==> config.mk <==
export PLATFORM = sky130hd
export DESIGN_NAME = commit_trace_buffer
export DESIGN_NICKNAME = d
export VERILOG_FILES = /design/src/rtl/commit_trace_buffer.sv
export SDC_FILE = /design/constraint.sdc
export NUM_CORES = 2
export LEC_CHECK = 0
export ABC_CLOCK_PERIOD_IN_PS = 14400
export CORE_MARGIN = 8
export CORE_UTILIZATION = 60
export CTS_BUF_LIST = sky130_fd_sc_hd__clkbuf_16
export DETAILED_ROUTE_END_ITERATION = 10
export PLACE_DENSITY = 0.78
export SYNTH_ARGS = -nofsm -noshare
export SYNTH_HDL_FRONTEND = slang
export SYNTH_MEMORY_MAX_BITS = 65536
export SYNTH_SLANG_ARGS = --single-unit
==> constraint.sdc <==
create_clock -name clk -period 14.4 [get_ports clk]
set_input_delay 2.88 -clock clk [delete_from_list [all_inputs] [get_ports clk]]
set_output_delay 2.88 -clock clk [all_outputs]
set_load 0.005 [all_outputs]
==> src/rtl/commit_trace_buffer.sv <==
// -----------------------------------------------------------------------------
// commit_trace_buffer
//
// Circular buffer of retired-instruction records for trace/debug capture.
// Each accepted record is normalised (writes to x0 or with rd_we=0 carry no
// data), tagged with a free-running 32-bit retire sequence number and held
// until the consumer pops it. When the buffer is full it either back-pressures
// the commit stream (OVERWRITE=0) or discards the oldest record (OVERWRITE=1),
// counting the discards in a saturating 16-bit counter.
//
// Parameters
//   XLEN       width of pc / npc / rd_data
//   DEPTH      number of entries; power of two, >= 2
//   OVERWRITE  0: back-pressure when full, 1: discard oldest when full
//
// Ports
//   clk, rstn                 clock (rising edge), async active-low reset
//   flush                     synchronous clear; overrides push/pop that cycle
//   commit_valid/ready        record offer / acceptance handshake
//   commit_pc/npc/inst        retired instruction identity
//   commit_rd_we/id/data      register writeback of the retired instruction
//   out_valid/ready           head record available / consumer takes it
//   out_pc..out_rd_data       head record fields, zero while out_valid=0
//   out_seq                   retire sequence number of the head record
//   count                     records currently held
//   dropped                   records discarded in OVERWRITE mode (saturating)
// -----------------------------------------------------------------------------
module commit_trace_buffer #(
  parameter int unsigned XLEN      = 64,
  parameter int unsigned DEPTH     = 16,
  parameter int unsigned OVERWRITE = 0
) (
  input  logic                     clk,
  input  logic                     rstn,
  input  logic                     flush,

  input  logic                     commit_valid,
  output logic                     commit_ready,
  input  logic [XLEN-1:0]          commit_pc,
  input  logic [XLEN-1:0]          commit_npc,
  input  logic [31:0]              commit_inst,
  input  logic                     commit_rd_we,
  input  logic [4:0]               commit_rd_id,
  input  logic [XLEN-1:0]          commit_rd_data,

  output logic                     out_valid,
  input  logic                     out_ready,
  output logic [XLEN-1:0]          out_pc,
  output logic [XLEN-1:0]          out_npc,
  output logic [31:0]              out_inst,
  output logic                     out_rd_we,
  output logic [4:0]               out_rd_id,
  output logic [XLEN-1:0]          out_rd_data,
  output logic [31:0]              out_seq,

  output logic [$clog2(DEPTH):0]   count,
  output logic [15:0]              dropped
);

  localparam int unsigned PW  = $clog2(DEPTH);
  localparam int unsigned CW  = PW + 1;
  localparam bit          OVW = (OVERWRITE != 0);

  typedef struct packed {
    logic [XLEN-1:0] pc;
    logic [XLEN-1:0] npc;
    logic [31:0]     inst;
    logic            rd_we;
    logic [4:0]      rd_id;
    logic [XLEN-1:0] rd_data;
    logic [31:0]     seq;
  } rec_t;

  // ---------------------------------------------------------------------------
  // State
  // ---------------------------------------------------------------------------
  logic [PW-1:0] head_q,    head_d;
  logic [PW-1:0] tail_q,    tail_d;
  logic [CW-1:0] count_q,   count_d;
  logic [15:0]   dropped_q, dropped_d;
  logic [31:0]   seq_q,     seq_d;

  rec_t          mem_q [DEPTH];
  rec_t          wr_rec;
  rec_t          head_rec;

  logic          full;
  logic          empty;
  logic          push_ok;
  logic          pop_ok;
  logic          drop;
  logic          rd_live;

  // ---------------------------------------------------------------------------
  // Handshake qualification
  // ---------------------------------------------------------------------------
  assign full         = (count_q == CW'(DEPTH));
  assign empty        = (count_q == '0);
  assign commit_ready = OVW ? 1'b1 : !full;
  assign out_valid    = !empty;

  // flush wins over both handshakes, so neither pointer moves in a flush cycle.
  assign push_ok = commit_valid && commit_ready && !flush;
  assign pop_ok  = out_valid    && out_ready    && !flush;

  // A push into a full buffer with no pop can only happen in OVERWRITE mode
  // (commit_ready is low otherwise); the oldest record is sacrificed. Since
  // head==tail when full, writing at tail replaces exactly that record.
  assign drop = OVW && push_ok && full && !pop_ok;

  // Writes to x0 or without a write enable carry no architectural data.
  assign rd_live = commit_rd_we && (commit_rd_id != 5'd0);

  always_comb begin
    wr_rec         = '0;
    wr_rec.pc      = commit_pc;
    wr_rec.npc     = commit_npc;
    wr_rec.inst    = commit_inst;
    wr_rec.rd_we   = rd_live;
    wr_rec.rd_id   = commit_rd_id;
    wr_rec.rd_data = rd_live ? commit_rd_data : '0;
    wr_rec.seq     = seq_q;
  end

  // ---------------------------------------------------------------------------
  // Next-state
  // ---------------------------------------------------------------------------
  always_comb begin
    // NOTE: every always_comb output gets a default first so no path can
    // leave it unassigned and infer a latch.
    head_d    = head_q;
    tail_d    = tail_q;
    count_d   = count_q;
    dropped_d = dropped_q;
    seq_d     = seq_q;

    if (flush) begin
      head_d    = '0;
      tail_d    = '0;
      count_d   = '0;
      dropped_d = '0;
    end else begin
      if (push_ok) begin
        tail_d = tail_q + PW'(1);
        seq_d  = seq_q + 32'd1;
      end

      if (pop_ok || drop) begin
        head_d = head_q + PW'(1);
      end

      if (drop) begin
        if (dropped_q != 16'hFFFF) begin
          dropped_d = dropped_q + 16'd1;
        end
      end else if (push_ok && !pop_ok) begin
        count_d = count_q + CW'(1);
      end else if (pop_ok && !push_ok) begin
        count_d = count_q - CW'(1);
      end
    end
  end

  // ---------------------------------------------------------------------------
  // Registers
  // ---------------------------------------------------------------------------
  always_ff @(posedge clk or negedge rstn) begin
    // NOTE: sequential state uses non-blocking assignments so every flop
    // samples the pre-edge value of its peers.
    if (!rstn) begin
      head_q    <= '0;
      tail_q    <= '0;
      count_q   <= '0;
      dropped_q <= '0;
      seq_q     <= '0;
    end else begin
      head_q    <= head_d;
      tail_q    <= tail_d;
      count_q   <= count_d;
      dropped_q <= dropped_d;
      seq_q     <= seq_d;
    end
  end

  // NOTE: the record storage is deliberately not reset; an entry is only ever
  // read while count says it holds a record, and the outputs are gated to
  // zero otherwise, so a reset would buy nothing but a large reset fan-out.
  always_ff @(posedge clk) begin
    if (push_ok) begin
      mem_q[tail_q] <= wr_rec;
    end
  end

  // ---------------------------------------------------------------------------
  // Head record presentation (no bypass: a record is visible only after it
  // has been written into the array)
  // ---------------------------------------------------------------------------
  assign head_rec = mem_q[head_q];

  assign out_pc      = out_valid ? head_rec.pc      : '0;
  assign out_npc     = out_valid ? head_rec.npc     : '0;
  assign out_inst    = out_valid ? head_rec.inst    : '0;
  assign out_rd_we   = out_valid ? head_rec.rd_we   : 1'b0;
  assign out_rd_id   = out_valid ? head_rec.rd_id   : '0;
  assign out_rd_data = out_valid ? head_rec.rd_data : '0;
  assign out_seq     = out_valid ? head_rec.seq     : '0;

  assign count   = count_q;
  assign dropped = dropped_q;

endmodule

=== Word level (Yosys, flattened, before mapping) ===
Memory sizes are Yosys's and may differ from the RTL's.
Index checks and enable logic that the tools add are counted.

* Register bits after elaboration: 45
* Memory bits (writable): 4192
* Input port bits: 235
* Memories kept: 1

* Mux-type cells: 17
* Bitwise logic cells: 1
* Eq/ne operators: 1
* Add/sub/neg operators: 5
* Reduce and logical (&&, ||, !) cells: 18

{| class="wikitable"
|+ Memory list
! memory !! depth !! width !! rd ports !! clocked after Yosys merged registers in !! wr ports !! line !! text
|-
| mem_q || 16 || 262 || 1 || 0 || 1 || 83 || <nowiki>rec_t mem_q [DEPTH];</nowiki>
|}

{| class="wikitable"
|+ Operator list
! operator !! count
|-
| $mux W64 || 4
|-
| $mux W32 || 2
|-
| $add A32 B1 Y32 const B || 1
|-
| $mux W5 || 4
|-
| $mux W4 || 4
|-
| $add A4 B1 Y4 const B || 2
|-
| $logic_and A1 B1 Y1 || 7
|-
| $add A5 B1 Y5 const B || 1
|-
| $eq A5 B5 Y1 const B || 1
|-
| $logic_not A1 Y1 || 5
|-
| $logic_not A5 Y1 || 1
|-
| $reduce_bool A5 Y1 || 1
|-
| $sub A5 B1 Y5 const B || 1
|-
| $reduce_bool A2 Y1 || 2
|-
| $mux W1 || 3
|-
| $reduce_bool A3 Y1 || 1
|-
| $reduce_and A2 Y1 || 1
|-
| $not A1 Y1 || 1
|}

=== Longest topological paths before layout ===
* Depth in word-level cells: 9
* Mapped depth: 10
* Depth with buffers taken out: 10

=== Worst setup path after synthesis ===
No wires, ideal clock.

* Kind: input to register
* Start: input port commit_valid
* End: memory mem_q[15][0] (netlist bit) (enable)
* Arrival time: 14.372 ns
* Path slack: -0.863 ns
* Library setup time: 0.891 ns
* Path buffers: 0
* Cell stages on the path: 4
* Cells stage by stage: inv_2 -> a21oi_1 -> nand2_1 -> nor2_1

* Longest elaborated chain between the ends: 4

{| class="wikitable"
|+ RTL lines
! item !! line !! text
|-
| start: declaration || 37 || <nowiki>input logic commit_valid,</nowiki>
|-
| $logic_and A1 B1 Y1 (2 in a row) || 103 || <nowiki>assign push_ok = commit_valid && commit_ready && !flush;</nowiki>
|-
| $mux W1 || 189 || <nowiki>if (push_ok) begin</nowiki>
|-
| $mux W1 (not written as such) || 190 || <nowiki>mem_q[tail_q] <= wr_rec;</nowiki>
|-
| end: declaration || 83 ||
|}

Every way passes these cells.

=== Worst setup path in the final report ===
* Start: register head_q[3]
* End: output port out_rd_data[25]

* Longest elaborated chain between the ends: 2

{| class="wikitable"
|+ RTL lines
! item !! line !! text
|-
| start: declaration || 77 || <nowiki>logic [PW-1:0] head_q, head_d;</nowiki>
|-
| start signal: assignment || 171 || <nowiki>head_q <= '0;</nowiki>
|-
| start signal: assignment || 177 || <nowiki>head_q <= head_d;</nowiki>
|-
| $mem_v2 Z16 W262 || -- ||
|-
| $mux W64 || 205 || <nowiki>assign out_rd_data = out_valid ? head_rec.rd_data : '0;</nowiki>
|-
| end: declaration || 53 || <nowiki>output logic [XLEN-1:0] out_rd_data,</nowiki>
|}

Every way passes these cells.

==> impl_metrics.toml <==
[critical_path]
crit_family = "buffers and inverters"
crit_arrival_ns = 5.64
cp_num_buf_inv = 4
crit_top_cell = "buf_12"
cp-end-kind = "primary output"
crit_chain = "buf_12 -> buf_12 -> buf_4 -> mux2i_1 -> o22ai_1 -> clkdlybuf4s50_1"
worst_ep_required_time_ns = 11.52
slowest_delay_ns = 0.84
worst-setup-path-type = "flop to primary output"
start_kind = "flop"
critPathSlowestCell = "dfrtp_4"
worstPathMaxFanout = 88

[power_and_ir_drop]
cellLeakagePower_uw = 0.05570
ir_worst_vdd_v = 0.0001654
p_per_area_mw_per_mm2 = 167.9

[cells_and_area]
drive_above_1_share = 0.2309
final_cell_count_no_fill = 11300
fin_nets = 7623
utilization = 0.6855
area_delta_synth_final_pct = 13.84

[timing]
tightest_slew_ns = 1.282
slew_violations = 0
slew-limit-headroom = 0.1454
hold_viol = 0
finalCritPeriodShare = 0.5915
min_period_ns = 8.518
hold_ws_ns = 0.5988
finClkSkew_ns = 0.04115
finalSetupViolations = 0
max_freq_ghz = 0.1174
rsz0062_at_grt = "no"

[floorplanning]
chipWidth_microns = 534.3
io_pins = 520
dieHeight_microns = 534.3
initial_core_util = 0.6022
fp.dieArea_sq_mm = 0.2855
fp.coreArea_sq_mm = 0.2677
fp-row-count = 190

[logic_synthesis]
synth_common_cells = "edfxtp_1, mux4_2, mux2i_1"
synth_area_per_cell_sq_um = 24.04
netlist.area_leader.share = 0.7809
synth_largest_area_cell = "edfxtp_1"
post_synth_num_cell_types = 46
async_flop_share = 0.01062
synth_edf_count = 4192
netlist_instances = 6706
synth_area_leaders = "edfxtp_1, mux4_2, mux2i_1"
synth_seq_area_share = 0.7879
netlist_area_sq_mm = 0.1612
ys_ff_latch = 4237
synthFlopType = "edfxtp_1"
yosysMostFrequentCell = "edfxtp_1"
synth_warnings = 0

[cts]
htree_num_levels = 5
cts.sinks = 4237
cts_buffer_depth = 4
root_buffer = "clkbuf_16"
hold_buffers = 0
cts_made_buffers = 408
clkLatencyLatePin_ns = 0.96
cts_tree = "yes"
cts_resized = 0
post-cts-setup-buffers = 0
clkTransAtPathRegs_ns = 0.06

[drt]
wirelength_mm = 380.7
dr.pass1.iters = 5
drc_errors = 0
ant_nets = 0
drt_first_iter_violations = 9492
wl_per_cell_microns = 33.68
avgViaCountPerCell = 6.681
vias = 75510

[placement]
io_buffers = 503
gp_congestion = 0.7480
dp_hpwl_mm = 187.6
dp.cells = 10520

[status]
status = "complete, no violations"

[global_route]
grt_max_degree = 172
grt.total_usage = 0.2628
grt_pass1_wl_mm = 546.3
grt_pass1_vias = 79160
grt-ovfl-total = 0
antenna_found_initial = 73

[job]
maxCapViolCount = 0

[worst_hold_path]
hold_class = "flop to flop"
==> metal layers <==
metal | vias up | GRT usage | part of all wire
met1 | 40260 | 0.3610 | 0.37
li1 | 30150 | - | -
met2 | 4402 | 0.4157 | 0.49
met4 | 50 | 0.08437 | 0.030
met3 | 647 | 0.07504 | 0.11
met5 | - | 0 | 0.00087
==> final cells by class <==
| class | count | area [sq um] |
|---|---|---|
| repair buffers | 625 | 6384 |
| flip-flops and latches | 4237 | 127000 |
| inverters | 4 | 15.01 |
| clock buffers | 409 | 10230 |
| clock inverters | 338 | 2934 |
| well taps | 3552 | 4444 |
| diodes | 36 | 90.09 |
| fillers | 15410 | 84180 |
| multi-input cells | 2101 | 32380 |
==> report_power, final <==
group	internal, uW	switching, uW	total [uW]	leakage (uW)
combinational	3140	3310	6450	0.0102
sequential	13800	138	13900	0.0387
clock	5890	4570	10500	0.00678
total	22800	8010	30800	0.0557
==> path summary, 6_finish.rpt <==
| kind | startpoint | endpoint | slack, ns | depth (start not counted) |
|---|---|---|---|---|
| min reg2reg | tail_q[1] | tail_q[1] | 0.60 | 2 |
| min in group asynchronous | rstn | count[3] | 2.06 | 2 |
| max reg2reg | count[0] | mem_q[9][52] | 9.61 | 7 |
| min | tail_q[1] | tail_q[1] | 0.60 | 2 |
| max in group asynchronous | rstn | head_q[1] | 11.82 | 2 |
| max | head_q[3] | out_rd_data[25] | 5.88 | 6 |
==> flip-flops by register name, indices dropped and copies added, names as in the netlist <==
| signal | flops |
|---|---|
| count | 5 |
| head_q | 4 |
| tail_q | 4 |
| seq_q | 32 |
| mem_q | 4192 |
==> cell usage in the layout, fill, tap and decap left out, types with 5 or more instances in the layout <==
master and count:
edfxtp_1 4192, mux4_2 1048, mux2i_1 523, clkdlybuf4s50_1 502, clkbuf_16 409, o22ai_1 263, inv_1 93, buf_4 87
clkinv_1 83, clkinv_2 80, and2_1 66, dfrtp_1 42, bufinv_16 39, diode_2 36, buf_12 35, xnor2_1 27
nand3_1 22, nand2_1 21, nor2_1 18, nor2_4 16, conb_1 16, clkinvlp_4 13, xor2_1 12, clkinv_16 11
ha_1 10, nand4_1 9, inv_6 7, a21oi_1 6, clkinv_8 6, and3_1 5
==> per-stage QoR <==
stage | setup TNS, ns | instance area, sq um | setup WS [ns] | power [uW]
floorplan | -3470.55 | 161200 | -0.8632 | 18060
finish | 0 | 183500 | 5.882 | 30820
global route | 0 | 183500 | 5.520 | 31780
CTS | 0 | 183400 | 5.785 | 31020
global placement | 0 | 170200 | 6.730 | 20510
detailed placement | 0 | 170200 | 6.709 | 20600
==> tightest hold or removal path: cells and delay by family (launching register included) <==
kind               cells  cell delay, ns
and+or+nand+nor        1            0.08
DFF                    1            0.43
AOI/OAI and AO/OA      1            0.06
==> kinds of logic (layout without fill, tap and decap cells) <==
kind of cell	Yosys count	in the layout	share of synthesized area
simple gates	180	180	0.006334
flops	4237	4237	0.7879
fa+ha+maj	11	11	0.0009004
xor+xnor	39	39	0.002119
buf+inv	383	1376	0.01246
mux	1577	1577	0.1793
other cells	1	52	0.00002326
compound gates	278	278	0.01092
Note: power is estimated with default switching activity, not from simulation.
